--- config.mk ---
export PLATFORM = sky130hd
export DESIGN_NAME = serial_comparator
export DESIGN_NICKNAME = d
export VERILOG_FILES = /design/src/rtl/serial_comparator.sv
export SDC_FILE = /design/constraint.sdc
export NUM_CORES = 1
export LEC_CHECK = 0
export BUFFER_PORTS_ARGS = -buffer_cell sky130_fd_sc_hd__buf_2
export CORE_MARGIN = 2
export CORE_UTILIZATION = 56
export CTS_CLUSTER_DIAMETER = 80
export DETAILED_ROUTE_END_ITERATION = 7
export PLACE_DENSITY = 0.83
export SYNTH_ARGS = -nofsm -noshare
export SYNTH_HDL_FRONTEND = slang
export SYNTH_SLANG_ARGS = --single-unit
--- constraint.sdc ---
create_clock -name clk -period 3.8 [get_ports clk]
set_clock_uncertainty 0.05 [all_clocks]
set_input_delay 0.57 -clock clk [delete_from_list [all_inputs] [get_ports clk]]
set_output_delay 0.57 -clock clk [all_outputs]
set_load 0.005 [all_outputs]
--- src/rtl/serial_comparator.sv ---
// serial_comparator: multi-cycle unsigned magnitude comparator.
// Operands are captured on an accepted start and walked MSB-first, one
// 2-bit slice per clock. The walk stops at the first differing slice, so a
// mismatch in the upper bits resolves quickly and only equal operands pay
// the full SLICES-cycle latency. Every output comes straight from a flop.

module serial_comparator #(
  parameter int WIDTH = 8
) (
  input  logic             clk,
  input  logic             rst_n,
  input  logic             start,
  input  logic [WIDTH-1:0] A,
  input  logic [WIDTH-1:0] B,
  output logic             busy,
  output logic             done,
  output logic             Lesser,
  output logic             Greater,
  output logic             Equal
);

  localparam int SLICES = WIDTH / 2;
  localparam int IDXW   = (SLICES > 1) ? $clog2(SLICES) : 1;

  typedef enum logic {
    ST_IDLE = 1'b0,
    ST_RUN  = 1'b1
  } state_t;

  state_t           state_r;
  state_t           state_s;
  logic [WIDTH-1:0] a_r;
  logic [WIDTH-1:0] a_s;
  logic [WIDTH-1:0] b_r;
  logic [WIDTH-1:0] b_s;
  logic [IDXW-1:0]  idx_r;
  logic [IDXW-1:0]  idx_s;
  logic             busy_r;
  logic             busy_s;
  logic             done_r;
  logic             done_s;
  logic             lesser_r;
  logic             lesser_s;
  logic             greater_r;
  logic             greater_s;
  logic             equal_r;
  logic             equal_s;

  logic [WIDTH-1:0] a_shift_s;
  logic [WIDTH-1:0] b_shift_s;
  logic [1:0]       a_slice_s;
  logic [1:0]       b_slice_s;
  logic [1:0]       order_s;

  // Relation of two 2-bit slices as {a<b, a>b}; decided bit by bit from the
  // top, so no subtractor or carry chain is needed. 2'b00 means equal.
  function automatic logic [1:0] slice_order(input logic [1:0] sa,
                                             input logic [1:0] sb);
    logic [1:0] rel;
    rel = 2'b00;
    if (sa[1] != sb[1]) begin
      rel = sb[1] ? 2'b10 : 2'b01;
    end else if (sa[0] != sb[0]) begin
      rel = sb[0] ? 2'b10 : 2'b01;
    end else begin
      rel = 2'b00;
    end
    return rel;
  endfunction

  // Select the slice under examination and classify it.
  always_comb begin
    a_shift_s = a_r >> {idx_r, 1'b0};
    b_shift_s = b_r >> {idx_r, 1'b0};
    a_slice_s = a_shift_s[1:0];
    b_slice_s = b_shift_s[1:0];
    order_s   = slice_order(a_slice_s, b_slice_s);
  end

  // Next-state and next-output logic; everything holds unless a branch says otherwise.
  always_comb begin
    state_s   = state_r;
    a_s       = a_r;
    b_s       = b_r;
    idx_s     = idx_r;
    busy_s    = busy_r;
    done_s    = 1'b0;
    lesser_s  = lesser_r;
    greater_s = greater_r;
    equal_s   = equal_r;

    case (state_r)
      ST_IDLE: begin
        if (start) begin
          // Accept: latch operands, begin at the most significant slice and
          // clear the previous verdict so nothing stale shows while busy.
          a_s       = A;
          b_s       = B;
          idx_s     = IDXW'(SLICES - 1);
          lesser_s  = 1'b0;
          greater_s = 1'b0;
          equal_s   = 1'b0;
          busy_s    = 1'b1;
          state_s   = ST_RUN;
        end else begin
          busy_s    = 1'b0;
        end
      end

      ST_RUN: begin
        if (order_s != 2'b00) begin
          // First differing slice decides the whole comparison.
          lesser_s  = order_s[1];
          greater_s = order_s[0];
          equal_s   = 1'b0;
          done_s    = 1'b1;
          busy_s    = 1'b0;
          state_s   = ST_IDLE;
        end else if (idx_r == {IDXW{1'b0}}) begin
          // Every slice matched.
          lesser_s  = 1'b0;
          greater_s = 1'b0;
          equal_s   = 1'b1;
          done_s    = 1'b1;
          busy_s    = 1'b0;
          state_s   = ST_IDLE;
        end else begin
          idx_s     = idx_r - IDXW'(1);
          busy_s    = 1'b1;
        end
      end

      default: begin
        // Unreachable encoding: fall back to a clean idle with no verdict.
        state_s   = ST_IDLE;
        busy_s    = 1'b0;
        lesser_s  = 1'b0;
        greater_s = 1'b0;
        equal_s   = 1'b0;
      end
    endcase
  end

  // State and output registers; reset aborts any compare in flight.
  always_ff @(posedge clk or negedge rst_n) begin
    if (!rst_n) begin
      state_r   <= ST_IDLE;
      a_r       <= {WIDTH{1'b0}};
      b_r       <= {WIDTH{1'b0}};
      idx_r     <= {IDXW{1'b0}};
      busy_r    <= 1'b0;
      done_r    <= 1'b0;
      lesser_r  <= 1'b0;
      greater_r <= 1'b0;
      equal_r   <= 1'b0;
    end else begin
      state_r   <= state_s;
      a_r       <= a_s;
      b_r       <= b_s;
      idx_r     <= idx_s;
      busy_r    <= busy_s;
      done_r    <= done_s;
      lesser_r  <= lesser_s;
      greater_r <= greater_s;
      equal_r   <= equal_s;
    end
  end

  assign busy    = busy_r;
  assign done    = done_r;
  assign Lesser  = lesser_r;
  assign Greater = greater_r;
  assign Equal   = equal_r;

endmodule

==> results of run 1 <==
==> metal layers <==
layer | GRT usage, % | up-vias | part of all wire (%)
li1 | - | 324 | -
met1 | 22.0 | 327 | 44
met2 | 29.4 | 17 | 51
met3 | 3.70 | 2 | 4.7
met4 | 4.29 | 0 | 0.78
met5 | 0 | - | 0
==> cell usage after synthesis (all sizes together) <==
library cell | number | area (um2)
inv | 6 | 22.5
mux2 | 16 | 180
and4 | 1 | 10.0
buf | 3 | 20.0
a31oi | 2 | 12.5
and2 | 1 | 7.51
dfrtp | 23 | 576
nand2 | 2 | 7.51
a21o | 1 | 7.51
a311oi | 1 | 15.0
ha | 1 | 12.5
a31o | 1 | 8.76
xnor2 | 2 | 55.1
maj3 | 2 | 22.5
o2111ai | 1 | 8.76
nor2 | 2 | 7.51
nand3b | 1 | 11.3
nor2b | 2 | 12.5
mux4 | 4 | 90.1
o22ai | 1 | 6.26
nor3 | 1 | 5.00
o2bb2ai | 1 | 8.76
nand2b | 1 | 6.26
==> state kept, by name (all words and copies together) (netlist names) <==
signal and cells:
Equal 1, done 1, Greater 1, a_r 8, busy 1, idx_r 2
Lesser 1, b_r 8
==> critical path: stages (launching register included) <==
cell      delay [ns]
dfrtp_1         0.51
mux4_2          0.63
xnor2_4         0.26
nand3b_2        0.12
a311oi_2        0.27
==> where the power goes <==
group | switching (mW) | internal [mW]
clock network | 0.0668 | 0.0408
logic | 0.280 | 0.363
registers | 0.0804 | 0.355
total | 0.427 | 0.759
==> area by class of cell <==
class	instances	share of cell area (%)
sequential	23	45.1
multi-input combinational	44	38.8
timing repair buffer	24	9.61
tap	27	2.65
clock buffer	4	2.06
inverter	6	1.76
==> path summary, 6_finish.rpt <==
kind                             to  slack (ns)  cells after the start
max                        idx_r[1]        1.88                      4
max in group asynchronous    a_r[3]        3.19                      1
max reg2reg                idx_r[1]        1.88                      4
min                          b_r[0]        0.16                      1
min in group clk             b_r[6]        0.44                      2
min reg2reg                   Equal        0.47                      2
==> kinds of logic after synthesis <==
family	synth area share, %
AOI/OAI and AO/OA	6.07
xor gates and xnor gates	4.94
adders and majority gates	3.15
buffers and inverters	3.82
DFF	51.7
muxes	24.3
and+or+nand+nor	6.07
==> placed cells by master, fill, tap and decap left out <==
master	n
a31oi_1	2
o2bb2ai_1	1
nor3_1	1
and2_2	1
inv_1	6
nand2b_1	1
nand3b_2	1
clkbuf_4	3
and4_2	1
ha_1	1
o2111ai_1	1
clkbuf_1	1
buf_4	1
a311oi_2	1
o22ai_1	1
a21o_1	1
maj3_2	2
dfrtp_1	23
mux2_2	16
nand2_1	2
buf_2	23
a31o_2	1
mux4_2	4
nor2b_1	2
xnor2_4	2
nor2_1	2
==> results_dict.tcl, run 1 <==
set metrics [dict create \
    post_cts_resized 0 \
    holdBufCountCts 0 \
    cts_made_buffers 3 \
    layout.cells.non_filler 128 \
    synth-seq-cells 23 \
    p_per_area_mw_per_mm2 929 \
    cts_tree "yes" \
    cp.required_ns 3.95 \
    slew_headroom_pct 67.2 \
    start_kind "register" \
    place_area_mm2 0.00125 \
    antenna_found_initial 0 \
    grt_pass1_vias 711 \
    register_area_um2 576 \
    grt_max_degree 24 \
    path_clk_slew_ns 0.12 \
    arrival_ns 2.08 \
    worst_setup_path_end_kind "register" \
    io_pins 24 \
    timing.final.crit_share_pct 50.6 \
    dr.pass1.iters 2 \
    crit_fanout 6 \
    synth_cells 76 \
    hold_path.class "in2async" \
    htree_num_levels 1 \
    stdcell_area_mm2 0.00128 \
    avgSynthCellArea_um2 14.7 \
    period_needed_ns 1.92 \
    vdd_drop_max_uv 550 \
    setup_slack_ns 1.88 \
    startpoint "idx_r[0]" \
    cts.sink_count 23 \
    post-place-ws_ns 1.87 \
    globalRoute.totalOverflow 0 \
    nets 122 \
    antennaDiodeCount 0 \
    fin_util_pct 66.4 \
    synth_warnings 0 \
    ys_seq_area_share_pct 51.7 \
    start_util_pct 57.9 \
    netlist_area_mm2 0.00111 \
    dpl.cell_count 124 \
    wl_mm 1.67 \
    cts_setup_buffers 0 \
    hold_viol 0 \
    rr_startpoint "idx_r[0]" \
    dieArea_mm2 0.00236 \
    ant_nets 0 \
    tns_ns 0 \
    io_buffers 23 \
    timing.fmax_ghz 0.520 \
    die_w_um 48.6 \
    layout-drive-gt1-share_pct 55.4 \
    n_fill_cell 163 \
    via_per_inst 5.23 \
    drc 0 \
    setup_violations 0 \
    clock_path_buffers 2 \
    run_status "completed" \
    routabilityCongestion 0.742 \
    max_cap_viol_count 0 \
    vias 670 \
    rows 16 \
    worst-setup-path-type "reg2reg" \
    rsz0062_at_grt "false" \
    coreArea_mm2 0.00192 \
    multi_input_area_um2 495 \
    grt_pass1_wl_mm 3.11 \
    hold_ws_ns 0.161 \
    totalPowerFinal_mw 1.19 \
    clk_latency_ns 0.30 \
    p_leak_nw 0.589 \
    wl_per_cell_um 13.1 \
    synthToLayoutAreaGrowth_pct 14.6 \
    synth_cell_types 25 \
    worst_pin_slew_ns 0.492 \
    hpwl_mm 1.30 \
    die_h_um 48.6 \
    maxSlewViolCount 0 \
    cts_root_buf "clkbuf_4" \
    drtIter0Drc 4 \
    synth_nets 96 \
    grtUsageTotal_pct 17.0 \
]
Power figures use the tool's default switching activity.
==> run 2: changes to the inputs <==
ABC_AREA = 1   (was not set)
CORE_UTILIZATION = 48   (was 56)
PLACE_DENSITY = 0.75   (was 0.83)
clock period = 1.6 ns   (was 3.8 ns; I/O delays follow)
==> run 2 against run 1 <==
The run now ends with setup timing left. Wire length up 48%. Count of clock-buffer cells in the layout unchanged. Utilization down 2.2 points. Global-route usage up 1.9 points. Die area up 21%. Critical endpoint is now Lesser. Highest routed layer unchanged.
==> results_dict.tcl, run 2 <==
set metrics [dict create \
    run_status "finished, violations left" \
    violations "setup timing" \
    io_buffers 23 \
    cts.sink_count 23 \
    slew_headroom_pct 66.9 \
    final_common_cell "nand2_1" \
    switchingPower_mw 1.41 \
    grt_pass1_wl_mm 3.80 \
    antenna_found_initial 0 \
    post-place-ws_ns 0.0445 \
    synth_edf_count 0 \
    worst_pin_slew_ns 0.496 \
    cts_root_buf "clkbuf_4" \
    dieArea_mm2 0.00286 \
    crit_fanout 4 \
    synthTopCellsByArea "dfrtp_1, nand2_1, mux2_2, nand3_1, nand2_2" \
    drtIter0Drc 15 \
    vdd_drop_max_uv 1290 \
    synth_top_area_share_pct 48.9 \
    switching_share_pct 43.2 \
    reg_top3 "a_r: 8 flops, b_r: 8 flops, idx_r: 2 flops" \
    worst-path-buf-inv 1 \
    rows 17 \
    synth_nets 152 \
    vias 1000 \
    hold_viol 0 \
    max_cap_viol_count 0 \
    die_h_um 53.5 \
    timing.final.crit_share_pct 102 \
    synth_top_area_cell "dfrtp_1" \
    clock_path_buffers 2 \
    start_kind "register" \
    synth_cells 132 \
    cp.required_ns 1.80 \
    die_w_um 53.5 \
    power_frac_comb_pct 58.8 \
    nets 186 \
    setup_slack_ns -0.0295 \
    grtUsageTotal_pct 18.9 \
    hpwl_mm 1.79 \
    ant_nets 0 \
    slowest_delay_ns 0.47 \
    antennaDiodeCount 0 \
    coreArea_mm2 0.00228 \
    arrival_ns 1.82 \
    path_clk_slew_ns 0.12 \
    crit_chain "buf_6, nand2_1, nand2_1, nand2_1, nand2_2, nand2_2, nand2_2, nor2_4, nand3_4, nand2_4, nand2_2, nand2_1" \
    via_per_inst 5.18 \
    cts_tree "yes" \
    maxSlewViolCount 0 \
    netlist_area_mm2 0.00118 \
    totalPowerFinal_mw 3.25 \
    dpl.cell_count 184 \
    clk_latency_ns 0.30 \
    dr.pass1.iters 4 \
    p_int_mw 1.84 \
    htree_num_levels 1 \
    netlist_top_cells_count "nand2_1, dfrtp_1, mux2_2, nand3_1, nand2_2" \
    p_leak_nw 0.780 \
    p_clk_share_pct 7.9 \
    io_pins 24 \
    hold_ws_ns 0.111 \
    worst_setup_path_end_kind "register" \
    period_needed_ns 1.63 \
    globalRoute.totalOverflow 0 \
    worst-setup-path-type "reg2reg" \
    synthToLayoutAreaGrowth_pct 24.1 \
    synth_ff_type "dfrtp_1" \
    start_util_pct 51.7 \
    layout.cells.non_filler 193 \
    setup_violations 6 \
    cts_made_buffers 3 \
    timing.fmax_ghz 0.614 \
    yosysMostFrequentCell "nand2_1" \
    grt_pass1_vias 977 \
    drc 0 \
    p_per_area_mw_per_mm2 2220 \
    rsz0062_at_grt "true" \
    synthArstFlopShare_pct 100 \
    avgSynthCellArea_um2 8.92 \
    cp_top_family "simple AND/OR/NAND/NOR gates" \
    layout-drive-gt1-share_pct 43.6 \
    synth-seq-cells 23 \
    hold_path.class "in2reg" \
    crit_slowest_cell "dfrtp_2" \
    wl_mm 2.48 \
    grt_max_degree 24 \
    routabilityCongestion 0.910 \
    synth_cell_types 17 \
    wl_per_cell_um 12.9 \
    seq_power_share_pct 33.3 \
    synth_warnings 0 \
    final_cell_mix "nand2_1, buf_2, dfrtp_1" \
    ys_seq_area_share_pct 48.9 \
]
## run 2: cell types whose count changed in the layout (fill, tap and decap cells not counted), sizes merged, moves of 3 or more
cell,change
nand2,+59
nand3,+15
buf,+9
a21oi,+3
mux4,-4
## run 2: final timing paths
kind / startpoint / endpoint / slack, ns / cells past startpoint
worst max-delay path: idx_r[0] / Lesser / -0.03 / 12
worst min-delay path: B[2] / b_r[2] / 0.11 / 2
worst max register to register: idx_r[0] / Lesser / -0.03 / 12
worst min register to register: Greater / Greater / 0.43 / 2
max in group asynchronous: rst_n / idx_r[0] / 0.77 / 2
min in group asynchronous: rst_n / Equal / 0.37 / 2
## run 2: what timing repair did
item                                   4_1_cts  5_1_grt
setup endpoints to repair                    0        6
hold buffers                                 1        0
buffers inserted                             0        4
resized for setup                            0       20
endpoints found under the hold margin       23        0
## run 2: worst register-to-register path, delay by kind of cell (launching register included)
kind | cells | cell delay [ns]
flops | 1 | 0.47
buf+inv | 1 | 0.14
simple gates | 11 | 0.91
## run 2: final cells by class
cell class / count / area [um2]
clock buffers: 4 / 26.3
fillers: 203 / 815
inverters: 6 / 25.0
multi-input cells: 98 / 589
flip-flops and latches: 23 / 578
well taps: 28 / 35.0
repair buffers: 34 / 208
## run 2: kinds of logic after synthesis
logic type,after synthesis,share of synthesized area [%]
adder cells (fa/ha/maj),1,1.06
buffers and inverters,11,5.31
flip-flops,23,48.9
AO/OA/AOI/OAI,3,1.27
AND/OR/NAND/NOR,80,30.1
multiplexers,14,13.4
## run 2: per-layer routing
metal  share of wire, %  track usage, %  up-vias  routed length (um)
li1                   -               -      488                   -
met5                  0               0        -                   0
met4                1.8            12.0        0                  44
met3                4.6            4.80        6                 115
met1                 39            18.2      478                 968
met2                 55            35.2       28                1360
## run 2: power groups by stage
stage / sequential, mW / combinational [mW] / clock, mW
global route: 1.12 / 2.13 / 0.300
global placement: 1.04 / 1.49 / 0
CTS: 1.04 / 1.58 / 0.273
floorplan: 0.982 / 1.27 / 0
detailed placement: 1.05 / 1.58 / 0
finish: 1.08 / 1.91 / 0.258
## run 2: metrics by stage
step	util [%]	setup TNS [ns]	cell area (um2)
detailed placement	58.5	0	1330
floorplan	-	0	1180
CTS	60.1	0	1370
global placement	58.5	0	1330
finish	64.2	-0.0950	1460
global route	64.2	-0.665	1460
